<file path="src/rtl/mem_ctrl_pkg.sv">
// Shared definitions for the byte-serial memory controller: FSM encoding,
// RAM address width and the legal byte-lane masks.
package mem_ctrl_pkg;

  localparam int unsigned RAM_ADDR_WIDTH = 17;

  typedef enum logic [1:0] {
    MC_IDLE  = 2'd0,
    MC_READ  = 2'd1,
    MC_WRITE = 2'd2,
    MC_DONE  = 2'd3
  } mc_state_e;

  localparam logic [3:0] SEL_B = 4'b0001;
  localparam logic [3:0] SEL_H = 4'b0011;
  localparam logic [3:0] SEL_W = 4'b1111;

  // Transfer length is one past the highest selected lane.
  function automatic logic [2:0] sel_nbytes(input logic [3:0] sel);
    logic [2:0] n;
    case (sel)
      SEL_B:   n = 3'd1;
      SEL_H:   n = 3'd2;
      SEL_W:   n = 3'd4;
      default: begin
        if (sel[3])      n = 3'd4;
        else if (sel[2]) n = 3'd3;
        else if (sel[1]) n = 3'd2;
        else             n = 3'd1;
      end
    endcase
    return n;
  endfunction

endpackage

</file>
<file path="src/rtl/mem_byte_assembler.sv">
// Byte-lane assembly register: captures successive bytes into lanes 0,1,2...
// and offers the word with the current input byte merged at the next lane.
module mem_byte_assembler (
  input  logic        clk,
  input  logic        rst_n,
  input  logic        clr_i,
  input  logic        cap_i,
  input  logic [7:0]  byte_i,
  output logic [31:0] merged_o
);

  logic [31:0] word_q;
  logic [1:0]  idx_q;

  always_ff @(posedge clk or negedge rst_n) begin
    if (!rst_n) begin
      word_q <= '0;
      idx_q  <= '0;
    end else if (clr_i) begin
      word_q <= '0;
      idx_q  <= '0;
    end else if (cap_i) begin
      word_q[{idx_q, 3'b000} +: 8] <= byte_i;
      idx_q                        <= idx_q + 2'd1;
    end
  end

  always_comb begin
    merged_o                        = word_q;
    merged_o[{idx_q, 3'b000} +: 8]  = byte_i;
  end

endmodule

</file>
<file path="src/rtl/mem_ctrl.sv">
// Memory controller: arbitrates fetch vs. load/store onto one byte-wide
// synchronous RAM port, serialising 32-bit accesses into byte transfers.
module mem_ctrl
  import mem_ctrl_pkg::*;
#(
  parameter int unsigned ADDR_WIDTH = RAM_ADDR_WIDTH
) (
  input  logic                  clk,
  input  logic                  rst,
  input  logic                  flush,
  input  logic                  inst_ce_i,
  input  logic [31:0]           inst_addr_i,
  output logic [31:0]           inst_o,
  output logic                  inst_valid_o,
  input  logic                  mem_req_i,
  input  logic                  mem_we_i,
  input  logic [31:0]           mem_addr_i,
  input  logic [31:0]           mem_data_i,
  input  logic [3:0]            mem_sel_i,
  output logic [31:0]           mem_data_o,
  output logic                  mem_ready_o,
  output logic [ADDR_WIDTH-1:0] ram_addr_o,
  output logic [7:0]            ram_dout_o,
  output logic                  ram_wr_o,
  input  logic [7:0]            ram_din_i
);

  mc_state_e             state_q, state_d;
  logic [2:0]            cnt_q, cnt_d;
  logic [2:0]            step;
  logic [ADDR_WIDTH-1:0] addr_q, addr_d;
  logic [31:0]           data_q, data_d;
  logic [3:0]            sel_q, sel_d;
  logic [2:0]            nbytes_q, nbytes_d;
  logic                  fetch_q, fetch_d;

  logic [31:0]           inst_q, inst_d;
  logic                  inst_valid_q, inst_valid_d;
  logic [31:0]           mem_data_q, mem_data_d;
  logic                  mem_ready_q, mem_ready_d;
  logic [ADDR_WIDTH-1:0] ram_addr_q, ram_addr_d;
  logic [7:0]            ram_dout_q, ram_dout_d;
  logic                  ram_wr_q, ram_wr_d;

  logic                  asm_clr, asm_cap;
  logic [31:0]           asm_word;
  logic                  unused_bits;

  assign unused_bits = ^{inst_addr_i[31:ADDR_WIDTH], mem_addr_i[31:ADDR_WIDTH],
                         data_q[7:0], sel_q[0]};

  mem_byte_assembler u_asm (
    .clk      (clk),
    .rst_n    (rst),
    .clr_i    (asm_clr),
    .cap_i    (asm_cap),
    .byte_i   (ram_din_i),
    .merged_o (asm_word)
  );

  // step = edges elapsed since the accepting edge T
  assign step = cnt_q + 3'd1;

  always_comb begin
    state_d      = state_q;
    cnt_d        = cnt_q + 3'd1;
    addr_d       = addr_q;
    data_d       = data_q;
    sel_d        = sel_q;
    nbytes_d     = nbytes_q;
    fetch_d      = fetch_q;
    inst_d       = inst_q;
    inst_valid_d = 1'b0;
    mem_data_d   = mem_data_q;
    mem_ready_d  = 1'b0;
    ram_addr_d   = ram_addr_q;
    ram_dout_d   = ram_dout_q;
    ram_wr_d     = 1'b0;
    asm_clr      = 1'b0;
    asm_cap      = 1'b0;

    case (state_q)
      MC_IDLE: begin
        cnt_d = '0;
        if (mem_req_i) begin
          addr_d     = mem_addr_i[ADDR_WIDTH-1:0];
          data_d     = mem_data_i;
          sel_d      = mem_sel_i;
          nbytes_d   = sel_nbytes(mem_sel_i);
          fetch_d    = 1'b0;
          ram_addr_d = mem_addr_i[ADDR_WIDTH-1:0];
          asm_clr    = 1'b1;
          if (mem_we_i) begin
            ram_dout_d = mem_data_i[7:0];
            ram_wr_d   = mem_sel_i[0];
            state_d    = MC_WRITE;
          end else begin
            state_d    = MC_READ;
          end
        end else if (inst_ce_i && !flush) begin
          addr_d     = inst_addr_i[ADDR_WIDTH-1:0];
          sel_d      = SEL_W;
          nbytes_d   = 3'd4;
          fetch_d    = 1'b1;
          ram_addr_d = inst_addr_i[ADDR_WIDTH-1:0];
          asm_clr    = 1'b1;
          state_d    = MC_READ;
        end
      end

      MC_READ: begin
        if (fetch_q && flush) begin
          state_d = MC_IDLE;
        end else begin
          if (step < nbytes_q)
            ram_addr_d = addr_q + ADDR_WIDTH'(step);
          // RAM data lags the address by two edges; the final byte bypasses the buffer
          if (step >= 3'd2 && step <= nbytes_q)
            asm_cap = 1'b1;
          if (step == nbytes_q + 3'd1) begin
            if (fetch_q) begin
              inst_d       = asm_word;
              inst_valid_d = 1'b1;
            end else begin
              mem_data_d   = asm_word;
              mem_ready_d  = 1'b1;
            end
            state_d = MC_DONE;
          end
        end
      end

      MC_WRITE: begin
        if (step < 3'd4) begin
          ram_addr_d = addr_q + ADDR_WIDTH'(step);
          ram_dout_d = data_q[{step[1:0], 3'b000} +: 8];
          ram_wr_d   = sel_q[step[1:0]];
        end else begin
          mem_ready_d = 1'b1;
          state_d     = MC_DONE;
        end
      end

      MC_DONE: begin
        state_d = MC_IDLE;
      end

      default: state_d = MC_IDLE;
    endcase
  end

  always_ff @(posedge clk or negedge rst) begin
    if (!rst) begin
      state_q      <= MC_IDLE;
      cnt_q        <= '0;
      addr_q       <= '0;
      data_q       <= '0;
      sel_q        <= '0;
      nbytes_q     <= '0;
      fetch_q      <= 1'b0;
      inst_q       <= '0;
      inst_valid_q <= 1'b0;
      mem_data_q   <= '0;
      mem_ready_q  <= 1'b0;
      ram_addr_q   <= '0;
      ram_dout_q   <= '0;
      ram_wr_q     <= 1'b0;
    end else begin
      state_q      <= state_d;
      cnt_q        <= cnt_d;
      addr_q       <= addr_d;
      data_q       <= data_d;
      sel_q        <= sel_d;
      nbytes_q     <= nbytes_d;
      fetch_q      <= fetch_d;
      inst_q       <= inst_d;
      inst_valid_q <= inst_valid_d;
      mem_data_q   <= mem_data_d;
      mem_ready_q  <= mem_ready_d;
      ram_addr_q   <= ram_addr_d;
      ram_dout_q   <= ram_dout_d;
      ram_wr_q     <= ram_wr_d;
    end
  end

  assign inst_o       = inst_q;
  assign inst_valid_o = inst_valid_q;
  assign mem_data_o   = mem_data_q;
  assign mem_ready_o  = mem_ready_q;
  assign ram_addr_o   = ram_addr_q;
  assign ram_dout_o   = ram_dout_q;
  assign ram_wr_o     = ram_wr_q;

endmodule

</file>
<file path="config.mk">
export PLATFORM = sky130hd
export DESIGN_NAME = mem_ctrl
export DESIGN_NICKNAME = d
export VERILOG_FILES = /design/src/rtl/mem_ctrl_pkg.sv /design/src/rtl/mem_byte_assembler.sv /design/src/rtl/mem_ctrl.sv
export SDC_FILE = /design/constraint.sdc
export NUM_CORES = 1
export LEC_CHECK = 0
export BUFFER_PORTS_ARGS = -buffer_cell sky130_fd_sc_hd__buf_4
export CAP_MARGIN = 30
export CORE_AREA = 2 2 174 176
export CTS_CLUSTER_DIAMETER = 100
export DETAILED_ROUTE_END_ITERATION = 6
export DIE_AREA = 0 0 176 178
export GPL_ROUTABILITY_DRIVEN = 1
export GPL_TIMING_DRIVEN = 0
export SYNTH_ARGS = -nofsm -noshare
export SYNTH_HDL_FRONTEND = slang
export SYNTH_SLANG_ARGS = --single-unit
</file>
<file path="constraint.sdc">
create_clock -name clk -period 2.6 [get_ports clk]
set_input_delay 0 -clock clk [delete_from_list [all_inputs] [get_ports clk]]
set_output_delay 0 -clock clk [all_outputs]
set_load 0.02 [all_outputs]
</file>
==> summary.txt <==
Final hold vios: 1
Total Nets Final: 1252
IO buf count: 174
FF-to-FF path depth: 10
EDFF count, synth: 0
Internal power: 8780 uW
Clk pin slew, worst setup/hold paths: 0.07 ns
Drt initial violations: 314
Drt pass-1 iters: 4
CP Cell Sequence: ha_4 -> xnor2_4 -> inv_2 -> ha_4 -> or3b_4 -> o311ai_4 -> a2111o_1 -> buf_6 -> or3_4 -> o211ai_2
Dominant synthesized flop cell: dfrtp_1
Max-Cap Viols: 0
Total track usage: 0.1692
Num CTS Buffers: 17
Setup violators final: 4
CTS tree: built
Gpl congestion: 0.7998
Clock sink count: 188
CTS max path bufs: 2
Die Ht: 178 um
Worst Setup Start Kind: register
Final instance count without filler cells: 1523
Critical Path Sink Type: register
Commonest non-fill, non-tap cell in the layout: dfrtp_1
Synth Instances: 839
Via count: 7323
Pleak: 0.005578 uW
Syn avg cell area: 10.34 sq um
Type of the worst setup path: register to register
Synth cell types: 56
Setup WS pre-CTS: -0.5545 ns
# placed instances: 1405
Initial core utilization: 0.2951
Final worst path period need: 2.641 ns
Part of the power in combinational logic: 0.494
Hold path depth: 5
Initial antenna violation count: 0
Async S/R FF share, synth: 1.000
DRC violations left: 0
WL/cell: 17.12 um
Worst hold slack: -0.008910 ns
RSZ-0062 raised after global routing: true
Vias in the first global route: 7475
CP max-delay cell: a2111o_1
Setup Skew: 0.009639 ns
Setup WS post-layout: -0.04056 ns
Max incr delay on CP: 0.49 ns
Commonest non-fill, non-tap cells in the layout: dfrtp_1 (187), buf_4 (180), nand2_1 (140)
CP dominant cell by count: ha_4
Failing checks: hold timing, setup timing
Worst Hold Class: input port to register
Status: complete, but fails checks
Sequential share of power: 0.324
Slew Limit Headroom: 0.4289
Final instance area: 12210 sq um
Synthesis Warnings: 0
Largest net degree at the start of global routing: 101
Root Buffer: clkbuf_16
Final antenna-violating net count: 0
Placed cell areas: 10510 sq um
Syn nets: 971
Die width: 176 um
Insertion delay to the later sink of the worst-skew pair: 0.44 ns
Synth Cell Area: 8676 sq um
Global route overflow: 0
Die Footprint: 31330 sq um
Layout area overhead: 40.76%
Core Area: 29400 sq um
Worst Max-Slew Pin Slew: 0.8567 ns
Synth Register Bits: 188
IO Count: 206
Reg2reg setup slack: -0.04 ns
Cell Pwr Density: 1204 nW/um^2
Worst EP required: 2.96 ns
WL final: 26.08 mm
Max H-tree Level: 4
Vias per std cell: 4.808
Rows: 63
Clock power frac: 0.182
Maximum VDD drop: 0.4839 mV
Highest fanout seen on the critical path: 5
Layout cells sized above 1: 0.2701
Filler Cell Count: 2845
Switching share of power: 0.4031
Final Cycle Share: 1.016
Switching power: 5929 uW
DPL Wire Length: 17.92 mm
Critical path arrival: 3.00 ns
Max Slew Vio Count: 0
Post-synthesis sequential area ratio: 0.5423
Highest clock rate: 378.7 MHz
N_diodes: 0
TNS Setup: -0.1239 ns
First-pass GRT wire length: 41.30 mm
registers in the layout, indices dropped and copies added (netlist names), 4 cells and up:
| register | count |
|---|---|
| mem_data_o | 32 |
| ram_dout_o | 8 |
| sel_q | 4 |
| u_asm.word_q | 32 |
| inst_o | 32 |
| data_q | 32 |
| ram_addr_o | 17 |
| addr_q | 17 |
worst paths after layout:
kind                          startpoint        endpoint
max reg2reg                     cnt_q[0]  ram_addr_o[15]
min reg2reg                   inst_o[13]      inst_o[13]
min                        mem_addr_i[3]   ram_addr_o[3]
max                             cnt_q[0]  ram_addr_o[15]
min in group asynchronous            rst      inst_o[22]
max in group asynchronous            rst      data_q[15]
Yosys cell counts, types with 2 or more instances:
| master | count | area (sq um) |
|---|---|---|
| dfrtp_1 | 188 | 4705 |
| nand2_1 | 146 | 548.0 |
| o21ai_0 | 98 | 490.5 |
| a21oi_1 | 51 | 255.2 |
| clkbuf_1 | 41 | 153.9 |
| mux2_2 | 36 | 405.4 |
| nor2b_1 | 36 | 225.2 |
| o22ai_1 | 31 | 193.9 |
| mux2i_1 | 28 | 280.3 |
| nor2_1 | 28 | 105.1 |
| ha_1 | 17 | 212.7 |
| inv_1 | 17 | 63.81 |
| and2_1 | 13 | 81.33 |
| xnor2_1 | 10 | 87.58 |
| mux4_2 | 9 | 202.7 |
| nor3_1 | 7 | 35.03 |
| a21o_1 | 6 | 45.04 |
| buf_2 | 6 | 30.03 |
| or3_1 | 5 | 31.28 |
| a211oi_1 | 4 | 30.03 |
| a31oi_1 | 4 | 25.02 |
| and3_1 | 4 | 25.02 |
| buf_1 | 4 | 15.01 |
| nand3_1 | 4 | 20.02 |
| o211ai_2 | 3 | 37.54 |
| o31ai_1 | 3 | 22.52 |
| xor2_1 | 3 | 26.28 |
| a2bb2oi_1 | 2 | 17.52 |
| a311oi_1 | 2 | 17.52 |
| a41oi_1 | 2 | 17.52 |
| nand2b_1 | 2 | 12.51 |
| nand4_1 | 2 | 12.51 |
| o2111ai_1 | 2 | 17.52 |
| o21a_1 | 2 | 15.01 |
| o31a_1 | 2 | 17.52 |
per-layer routing:
metal,global-route usage,up-vias,part of all wire
met2,0.2874,191,0.49
met4,0.03788,0,0.013
met1,0.2208,3618,0.45
li1,-,3494,-
met3,0.03836,20,0.046
met5,0,-,0
stage by stage:
stage                     utilization  total power (uW)
after floorplan                     -              8822
after global placement         0.3562             11010
after detailed placement       0.3575             11150
after CTS                      0.4095             14260
after global routing           0.4153             15710
final                          0.4153             14710
what timing repair did:
| action | in CTS | in global routing |
|---|---|---|
| setup buffers | 5 | 1 |
| setup endpoints to repair | 116 | 94 |
| gates cloned | 1 | 1 |
| resized for setup | 19 | 43 |
| pin swaps | 3 | 12 |
| hold endpoints to repair | 223 | 0 |
| hold buffers | 80 | 0 |
critical path, delay by kind of cell, from the launching register on:
family,cells,cell delay [ns]
XOR/XNOR,1,0.16
AO/OA/AOI/OAI,3,0.64
adder cells (fa/ha/maj),2,0.45
buffers and inverters,2,0.25
AND/OR/NAND/NOR,2,0.59
flip-flops,1,0.47
cells by family (layout without fill, tap and decap cells):
| group | after synthesis | after routing | share of synthesized area |
|---|---|---|---|
| fa+ha+maj | 18 | 18 | 0.02682 |
| xor+xnor | 14 | 14 | 0.01500 |
| flops | 188 | 188 | 0.5423 |
| mux | 73 | 73 | 0.1024 |
| compound gates | 218 | 218 | 0.1448 |
| buf+inv | 72 | 366 | 0.03346 |
| simple gates | 256 | 256 | 0.1353 |
cell type report:
cell class                 count  area (sq um)  area share
buffer                        52         255.2     0.02090
clock buffer                  19         442.9     0.03627
clock inverter                13         151.4     0.01240
inverter                      18         67.56    0.005533
multi-input combinational    579          3869      0.3168
sequential                   188          4706      0.3853
tap                          390         488.0     0.03996
timing repair buffer         264          2232      0.1828
power groups by stage:
stage / Clock (uW) / Sequential (uW) / Combinational, uW
3_3_place_gp: 0 / 4760 / 6250
3_5_place_dp: 0 / 4790 / 6360
6_report: 2670 / 4760 / 7270
5_1_grt: 2840 / 4910 / 7960
2_1_floorplan: 0 / 5240 / 3580
4_1_cts: 2720 / 4740 / 6790
(Power assumes the default switching activity.)
